## src/rtl/irq_pkg.sv

```systemverilog
// Shared definitions for the parametrised interrupt controller.
package irq_pkg;

    // Controller states; the encoding is fixed so firmware-visible debug taps stay stable.
    typedef enum logic [1:0] {
        ST_DISABLED = 2'd0,
        ST_ARMING   = 2'd1,
        ST_ENABLED  = 2'd2,
        ST_ASSERT   = 2'd3
    } irq_state_e;

    localparam int IRQ_NUM_DEFAULT      = 32;
    localparam int IRQ_EI_DELAY_DEFAULT = 4;

endpackage

```

## src/rtl/irq_priority_arbiter.sv

```systemverilog
// Single-cycle source selector: lowest index wins, optionally starting the
// search at a rotating pointer and wrapping back to source 0.
module irq_priority_arbiter
    import irq_pkg::*;
#(
    parameter int NUM_IRQ     = IRQ_NUM_DEFAULT,
    parameter int ROUND_ROBIN = 0,
    parameter int ID_W        = $clog2(NUM_IRQ)
) (
    input  logic [NUM_IRQ-1:0] eligible,
    input  logic [ID_W-1:0]    rr_ptr,
    output logic               valid,
    output logic [ID_W-1:0]    id
);

    localparam int IDX_W = ID_W + 1;

    logic [2*NUM_IRQ-1:0] dbl;
    logic [IDX_W-1:0]     first;

    // Low copy loses the bits below the pointer, high copy supplies the wrap-around.
    always_comb begin
        dbl = '0;
        for (int i = 0; i < NUM_IRQ; i++) begin
            dbl[i]           = eligible[i] & ((ROUND_ROBIN == 0) || (ID_W'(i) >= rr_ptr));
            dbl[NUM_IRQ + i] = eligible[i];
        end
    end

    // Lowest-set-bit encoder over the doubled vector, folded back into source range.
    always_comb begin
        first = '0;
        for (int i = 2*NUM_IRQ - 1; i >= 0; i--) begin
            if (dbl[i]) begin
                first = IDX_W'(i);
            end
        end
        valid = |eligible;
        if (first >= IDX_W'(NUM_IRQ)) begin
            id = ID_W'(first - IDX_W'(NUM_IRQ));
        end else begin
            id = ID_W'(first);
        end
    end

endmodule

```

## src/rtl/irq_controller_param.sv

```systemverilog
// Interrupt controller: captures masked level/edge requests into a pending
// register, arms after an enable delay, presents one source to the core and
// auto-disables when the core acknowledges it.
module irq_controller_param
    import irq_pkg::*;
#(
    parameter int NUM_IRQ     = IRQ_NUM_DEFAULT,
    parameter int ID_W        = $clog2(NUM_IRQ),
    parameter int EI_DELAY    = IRQ_EI_DELAY_DEFAULT,
    parameter int ROUND_ROBIN = 0
) (
    input  logic               clock,
    input  logic               reset,
    input  logic [NUM_IRQ-1:0] irq_in,
    input  logic [NUM_IRQ-1:0] irq_mask,
    input  logic [NUM_IRQ-1:0] irq_edge_mode,
    input  logic               enable_interrupts,
    input  logic               disable_interrupts,
    input  logic               irq_ack,
    output logic               irq_out,
    output logic [ID_W-1:0]    irq_id,
    output logic [NUM_IRQ-1:0] pending
);

    // Counter only needs to hold EI_DELAY-1; keep at least one bit so EI_DELAY<=2 still elaborates.
    localparam int CNT_W = (EI_DELAY > 2) ? $clog2(EI_DELAY) : 1;
    localparam logic [CNT_W-1:0] CNT_LOAD = (EI_DELAY > 0) ? CNT_W'(EI_DELAY - 1) : '0;
    localparam logic [ID_W-1:0]  LAST_ID  = ID_W'(NUM_IRQ - 1);

    irq_state_e         state_q, state_d;
    logic [CNT_W-1:0]   count_q, count_d;
    logic [NUM_IRQ-1:0] pending_q, pending_d;
    logic [NUM_IRQ-1:0] irq_prev_q, irq_prev_d;
    logic [ID_W-1:0]    rr_ptr_q, rr_ptr_d;
    logic [ID_W-1:0]    irq_id_q, irq_id_d;
    logic               irq_out_q, irq_out_d;

    logic [NUM_IRQ-1:0] set_vec;
    logic [NUM_IRQ-1:0] clr_vec;
    logic [NUM_IRQ-1:0] eligible;
    logic               arb_valid;
    logic [ID_W-1:0]    arb_id;
    logic               ack_accept;

    // A source masked after capture keeps its pending bit but cannot be selected.
    assign eligible = pending_q & irq_mask;

    irq_priority_arbiter #(
        .NUM_IRQ     (NUM_IRQ),
        .ROUND_ROBIN (ROUND_ROBIN),
        .ID_W        (ID_W)
    ) u_arb (
        .eligible (eligible),
        .rr_ptr   (rr_ptr_q),
        .valid    (arb_valid),
        .id       (arb_id)
    );

    // Capture new requests every cycle; a fresh set beats the acknowledge clear.
    always_comb begin
        set_vec    = irq_mask & ((irq_edge_mode & irq_in & ~irq_prev_q) |
                                 (~irq_edge_mode & irq_in));
        irq_prev_d = irq_in;
        clr_vec    = '0;
        if (ack_accept) begin
            clr_vec[irq_id_q] = 1'b1;
        end
        pending_d = (pending_q & ~clr_vec) | set_vec;
    end

    // Next-state logic; disable overrides enable and acknowledge in every state.
    always_comb begin
        state_d    = state_q;
        count_d    = count_q;
        irq_id_d   = irq_id_q;
        rr_ptr_d   = rr_ptr_q;
        ack_accept = 1'b0;
        if (disable_interrupts) begin
            state_d = ST_DISABLED;
        end else begin
            case (state_q)
                ST_DISABLED: begin
                    if (enable_interrupts) begin
                        if (EI_DELAY == 0) begin
                            state_d = ST_ENABLED;
                        end else begin
                            state_d = ST_ARMING;
                            count_d = CNT_LOAD;
                        end
                    end
                end
                ST_ARMING: begin
                    if (count_q == '0) begin
                        state_d = ST_ENABLED;
                    end else begin
                        count_d = count_q - 1'b1;
                    end
                end
                ST_ENABLED: begin
                    if (arb_valid) begin
                        irq_id_d = arb_id;
                        state_d  = ST_ASSERT;
                    end
                end
                ST_ASSERT: begin
                    if (irq_ack) begin
                        ack_accept = 1'b1;
                        state_d    = ST_DISABLED;
                        if (ROUND_ROBIN != 0) begin
                            rr_ptr_d = (irq_id_q == LAST_ID) ? '0 : irq_id_q + 1'b1;
                        end
                    end
                end
                default: state_d = ST_DISABLED;
            endcase
        end
        irq_out_d = (state_d == ST_ASSERT);
    end

    // State and datapath registers with synchronous reset.
    always_ff @(posedge clock) begin
        if (reset) begin
            state_q    <= ST_DISABLED;
            count_q    <= '0;
            pending_q  <= '0;
            irq_prev_q <= '0;
            rr_ptr_q   <= '0;
            irq_id_q   <= '0;
            irq_out_q  <= 1'b0;
        end else begin
            state_q    <= state_d;
            count_q    <= count_d;
            pending_q  <= pending_d;
            irq_prev_q <= irq_prev_d;
            rr_ptr_q   <= rr_ptr_d;
            irq_id_q   <= irq_id_d;
            irq_out_q  <= irq_out_d;
        end
    end

    assign irq_out = irq_out_q;
    assign irq_id  = irq_id_q;
    assign pending = pending_q;

endmodule
```

## config.mk

```make
export PLATFORM = sky130hd
export DESIGN_NAME = irq_controller_param
export DESIGN_NICKNAME = d
export VERILOG_FILES = /design/src/rtl/irq_pkg.sv /design/src/rtl/irq_priority_arbiter.sv /design/src/rtl/irq_controller_param.sv
export SDC_FILE = /design/constraint.sdc
export NUM_CORES = 1
export LEC_CHECK = 0
export ABC_AREA = 1
export BUFFER_PORTS_ARGS = -buffer_cell sky130_fd_sc_hd__buf_2
export CAP_MARGIN = 25
export CORE_UTILIZATION = 41
export DETAILED_ROUTE_END_ITERATION = 12
export PLACE_DENSITY = 0.81
export SLEW_MARGIN = 25
export SYNTH_ARGS = -nofsm -noshare
export SYNTH_HDL_FRONTEND = slang
export SYNTH_HIERARCHICAL = 1
export SYNTH_SLANG_ARGS = --single-unit
```

## constraint.sdc

```tcl
create_clock -name clock -period 3 [get_ports clock]
set_clock_uncertainty 0.2 [all_clocks]
set_input_delay 0.3 -clock clock [delete_from_list [all_inputs] [get_ports clock]]
set_output_delay 0.3 -clock clock [all_outputs]
set_load 0.01 [all_outputs]
```

# Word-level counts from Yosys, hierarchy flattened
# Index checks and enable logic that the tools add are counted.
totals:
  ram_bits: 0
  romBits: 0
  register_bits: 74
  latch_bits: 0
  inputBits: 101
  memories: 0
  elab_cells: 84
  output_inout_bits: 38
classes:
  add_sub_neg: 2
  bitwise_logic: 12
  n_reduce_logical: 7
  n_shift: 0
  n_eq_ne: 6
  order_cmp: 3
  div: 0
  mux: 48
  n_mul: 0
op_table:
  columns: ["cell", "n"]
  rows:
  - ["32-bit bitwise AND", 6]
  - ["5-bit two-way mux", 33]
  - ["32-bit inverter", 3]
  - ["32-bit OR", 2]
  - ["32-bit two-way mux", 1]
  - ["32-bit OR reduction", 1]
  - ["2-bit two-way mux", 7]
  - ["2-bit one-hot mux with 4 select lines", 1]
  - ["2-bit equality test, second input constant", 3]
  - ["5-bit by 6-bit greater-or-equal comparator with 1-bit output, second input constant", 1]
  - ["5-bit by 6-bit less-than comparator with 1-bit output, second input constant", 1]
  - ["1-bit demux with 5-bit select", 1]
  - ["5-bit by 1-bit greater-or-equal comparator with 1-bit output, second input constant", 1]
  - ["5-bit by 1-bit subtractor with 5-bit output, second input constant", 1]
  - ["2-bit zero test", 2]
  - ["1-bit two-way mux", 4]
  - ["2-bit inequality test, second input constant", 2]
  - ["2-bit one-hot mux with 2 select lines", 1]
  - ["4-bit AND reduction", 1]
  - ["3-bit AND reduction", 1]
  - ["2-bit by 1-bit equality test with 1-bit output, second input constant", 1]
  - ["2-bit nonzero test", 1]
  - ["2-bit by 1-bit subtractor with 2-bit output, second input constant", 1]
  - ["1-bit logical AND", 1]
  - ["1-bit inverter", 1]

# Depth between registers and ports, before layout
depth:
  word_depth: 35
  ltp_mapped: 35
  mapped_depth_nobuf: 35

# Hierarchy
# The synthesis kept the hierarchy.
by_module_without_submodules:
  columns: ["module", "area_each_um2", "n_inst", "cells_per_inst"]
  rows:
  - ["irq_controller_param", 3095.5, 1, 450]
  - ["irq_priority_arbiter", 470.5, 1, 107]

# Worst setup path after synthesis
# OpenSTA, ideal clock, no wires.
synth_path:
  path_type: "register to register"
  from: "register pending_q[30] (netlist: pending[30])"
  to: "register irq_id_q[0] (netlist: irq_id[0])"
  path_slack_ns: 0.703
  t_required_ns: 2.675
  period_less_slack_ns: 2.297
  t_arrival_ns: 1.972
  stages_incl_launch_ff: 36
  path_buffers: 0
  path_cell_list: "dfxtp_1 -> nand2_1 -> inv_1 -> inv_1 -> nand2_1 -> nand2_1 -> nand2_1 -> nand2_1 -> nand2_1 -> nand2_1 -> nand2_1 -> nand2_1 -> nand2_1 -> nand2_1 -> nand2_1 -> nand2_1 -> nand2_1 -> nand2_1 -> nand2_1 -> nand2_1 -> nand2_1 -> nand2_1 -> nand2_1 -> nand2_1 -> nand2_1 -> nand2_1 -> nand2_1 -> nand2_1 -> nand2_1 -> nand2_1 -> nand2_1 -> nand2_1 -> nand2_1 -> a21oi_2 -> o21ai_0 -> a21oi_1"
synth_via:
  elab_chain_len: 34
  elab_cells_between_ends: 37
  cone_classes: "1 x add/sub; 1 x order compare; 32 x mux; 1 x bitwise; 2 x reduce/logical"
synth_lines:
  columns: ["element", "line", "text"]
  rows:
  - ["start: declaration", "irq_controller_param.sv:32", "logic [NUM_IRQ-1:0] pending_q, pending_d;"]
  - ["start signal: assignment", "irq_controller_param.sv:133", "pending_q <= pending_d;"]
  - ["32-bit bitwise AND (*)", "irq_controller_param.sv:46", "assign eligible = pending_q & irq_mask;"]
  - ["net eligible[30]", "irq_controller_param.sv:40", "logic [NUM_IRQ-1:0] eligible;"]
  - ["5-bit two-way mux (*) (31 in series)", "irq_priority_arbiter.sv:34", "if (dbl[i]) begin"]
  - ["5-bit by 1-bit subtractor with 5-bit output or 5-bit by 6-bit greater-or-equal comparator with 1-bit output (tied branches)", "irq_priority_arbiter.sv:40, irq_priority_arbiter.sv:39", null]
  - ["5-bit two-way mux (*)", "irq_priority_arbiter.sv:39", "if (first >= IDX_W'(NUM_IRQ)) begin"]
  - ["net arb_id[0]", "irq_controller_param.sv:42", "logic [ID_W-1:0] arb_id;"]
  - ["end signal: assignment", "irq_controller_param.sv:136", "irq_id_q <= irq_id_d;"]
  - ["end: declaration", "irq_controller_param.sv:35", "logic [ID_W-1:0] irq_id_q, irq_id_d;"]
# The timed path passes the listed nets; every way through them passes the cells marked *.
# A chain may end at the register's enable or synchronous reset.

# Worst setup path in the final report
layout_path:
  from: "input port irq_mask[25]"
  to: "register irq_id_q[0] (netlist: irq_id[0])"
layout_via:
  elab_chain_len: 29
  elab_cells_between_ends: 32
  cone_classes: "1 x add/sub; 1 x order compare; 27 x mux; 1 x bitwise; 2 x reduce/logical"
layout_lines:
  columns: ["element", "line", "text"]
  rows:
  - ["start: declaration", "irq_controller_param.sv:15", "input logic [NUM_IRQ-1:0] irq_mask,"]
  - ["32-bit bitwise AND (*)", "irq_controller_param.sv:46", null]
  - ["net eligible[25]", "irq_controller_param.sv:40", null]
  - ["5-bit two-way mux (*) (26 in series)", "irq_priority_arbiter.sv:34", null]
  - ["5-bit by 1-bit subtractor with 5-bit output or 5-bit by 6-bit greater-or-equal comparator with 1-bit output (tied branches)", "irq_priority_arbiter.sv:40, irq_priority_arbiter.sv:39", null]
  - ["5-bit two-way mux (*)", "irq_priority_arbiter.sv:39", null]
  - ["net arb_id[0]", "irq_controller_param.sv:42", null]
# Marks and branches as above.

==> flow_summary.yaml <==
grt:
  antenna_found_initial: 0
  grt_max_degree: 41
  grt_pass1_wl_um: 16310
  grt_pass1_vias: 3919
  grt_util_all_layers: 0.2320
  gr-total-overflow: 0
floorplan:
  ioPinCount: 139
  dieArea_um2: 9065
  die_w_um: 95.21
  die_h_um: 95.21
  start_util: 0.4292
  core_um2: 8299
  rows: 33
place:
  io_buffers: 138
  hpwl_um: 7157
  place_ws_ps: 392.6
  postPlaceCellArea_um2: 4315
  gp_congestion: 0.8144
clocking:
  root_buffer: "clkbuf_8"
  clock_latency_ps: 340
  cts.sinks: 74
  cts.path.max_buffers: 2
  postCtsSetupRepairBufs: 0
  clk_pin_slew_worst_paths_ps: 80
  cts_buffers: 9
  cts_tree: "yes"
  cts_max_level: 3
setup_path:
  worst-endpoint-required_ps: 3060
  startpoint_type: "input port"
  cp_num_buf_inv: 4
  cp_data_arrival_time_ps: 2790
  r2r_start: "pending[29]$_SDFF_PP0_"
  r2r_slack_ps: 390
  critPathSlowestCell: "dlygate4sd3_1"
  crit_fanout: 3
  setup.worst_path.end: "irq_id[0]$_SDFFE_PP0P_"
  slowest_delay_ps: 520
  setup.worst_path.start: "irq_mask[25]"
  end_kind: "flop"
  critical_path_class: "in -> reg"
  cpMostUsedCell: "nand2_1"
  r2r_cells: 34
  reg2reg_to: "irq_id[0]$_SDFFE_PP0P_"
  crit_family: "simple AND/OR/NAND/NOR gates"
  cp.depth: 32
routing:
  wl_um: 10230
  via_per_inst: 4.682
  drc: 0
  ant_nets: 0
  routed-via-count: 3966
  wl_per_cell_um: 12.08
  dr.pass1.iters: 5
  first_iter_violations: 129
timing:
  fin_crit_sh: 0.9103
  setup_tns_ps: 0
  worst-slew-pin-transition_ps: 776.8
  fin_crit_ps: 2731
  drv_slew: 0
  fmax_ghz: 0.3662
  rsz0062_at_grt: "false"
  relSlewSlack: 0.4802
  hold_viol: 0
  setup_viol: 0
  fin_ws_ps: 269.2
cells_and_area:
  area_delta_synth_final_pct: 38.15
  fillers: 794
  fin_area_um2: 4921
  drive_above_1_share: 0.2224
  diodes: 0
  fin_nets: 840
yosys:
  syn_area_um2: 3562
  syn_avg_cell_area_um2: 6.407
  ys_warn_count: 6
  syn-instance-count: 556
  syn-num-nets: 658
flow_run:
  cap_violations: 0
power_and_ir_drop:
  powerDensity_nw_per_um2: 437.2
  total_power_mw: 2.152
  power_leakage_nw: 2.775
  peakVddDrop_v: 0.0002595
run_status:
  status: "complete, no violations"
worst_hold_path:
  hp-class: "in -> reg"
  min_delay_path_depth: 3
  hold_path.startpoint: "irq_mask[12]"
flip-flops by register name, summed over array words and instances (netlist names):
| register | count |
|---|---|
| count_q | 2 |
| irq_id | 5 |
| irq_out | 1 |
| irq_prev_q | 32 |
| pending | 32 |
| state_q | 2 |
where the power goes:
group	switching [mW]	total, mW	internal, mW	leakage (nW)
registers	0.0358	1.08	1.04	0.613
logic	0.223	0.422	0.199	2.08
clock network	0.356	0.650	0.294	0.0859
total	0.614	2.15	1.54	2.78
cell type report:
type,instances,area (um^2),area share
timing repair buffer,182,1141,0.2319
tap,105,131.4,0.02670
multi-input combinational,356,1548,0.3145
clock inverter,5,32.53,0.006611
sequential,74,1481,0.3010
clock buffer,10,127.6,0.02593
inverter,115,459.2,0.09331
how the worst min path moves through the flow:
| stage | end | slack [ps] |
|---|---|---|
| 2_1_floorplan | irq_prev_q[0]$_SDFF_PP0_ | 210 |
| 3_3_place_gp | pending[4]$_SDFF_PP0_ | 260 |
| 3_5_place_dp | pending[4]$_SDFF_PP0_ | 270 |
| 4_1_cts | pending[15]$_SDFF_PP0_ | 0.5 |
| 5_1_grt | pending[15]$_SDFF_PP0_ | 1 |
| 6_report | pending[12]$_SDFF_PP0_ | 9 |
cell usage in the layout (no fill, tap or decap), types with 3 or more instances in the layout:
cell type	count
dfxtp_1	74
o21ai_1	7
clkinv_2	3
dlygate4sd3_1	44
nand3_1	87
nor2_1	65
clkbuf_8	9
inv_1	105
a21oi_1	14
nor3_1	7
nand2_1	158
buf_2	136
inv_2	8
worst reg2reg max path: cells and delay by family (launching register included):
kind	cells	cell delay (ps)
AOI/OAI and AO/OA	3	400
DFF	1	380
buffers and inverters	2	120
and+or+nand+nor	29	1450
stage by stage:
step | std cells | util | hold slack, ps
floorplan | 556 | - | 207.0
global placement | 789 | 0.5200 | 260.2
detailed placement | 789 | 0.5200 | 268.3
CTS | 849 | 0.5935 | 0.4755
global route | 847 | 0.5929 | 1.147
finish | 847 | 0.5929 | 8.703
layer usage:
layer  up-vias  global-route usage  wire [um]
met5         -                   0          0
met4         0             0.07449        182
met3        22             0.05263        698
met2       140              0.4304       5139
met1      1742              0.2591       4210
li1       2062                   -          -
what timing repair did:
action / in CTS / in global routing
endpoints found under the setup margin: 0 / 1
gates resized for setup: 0 / 6
hold endpoints to repair: 45 / 0
hold buffers: 45 / 0
(Power assumes the default switching activity.)
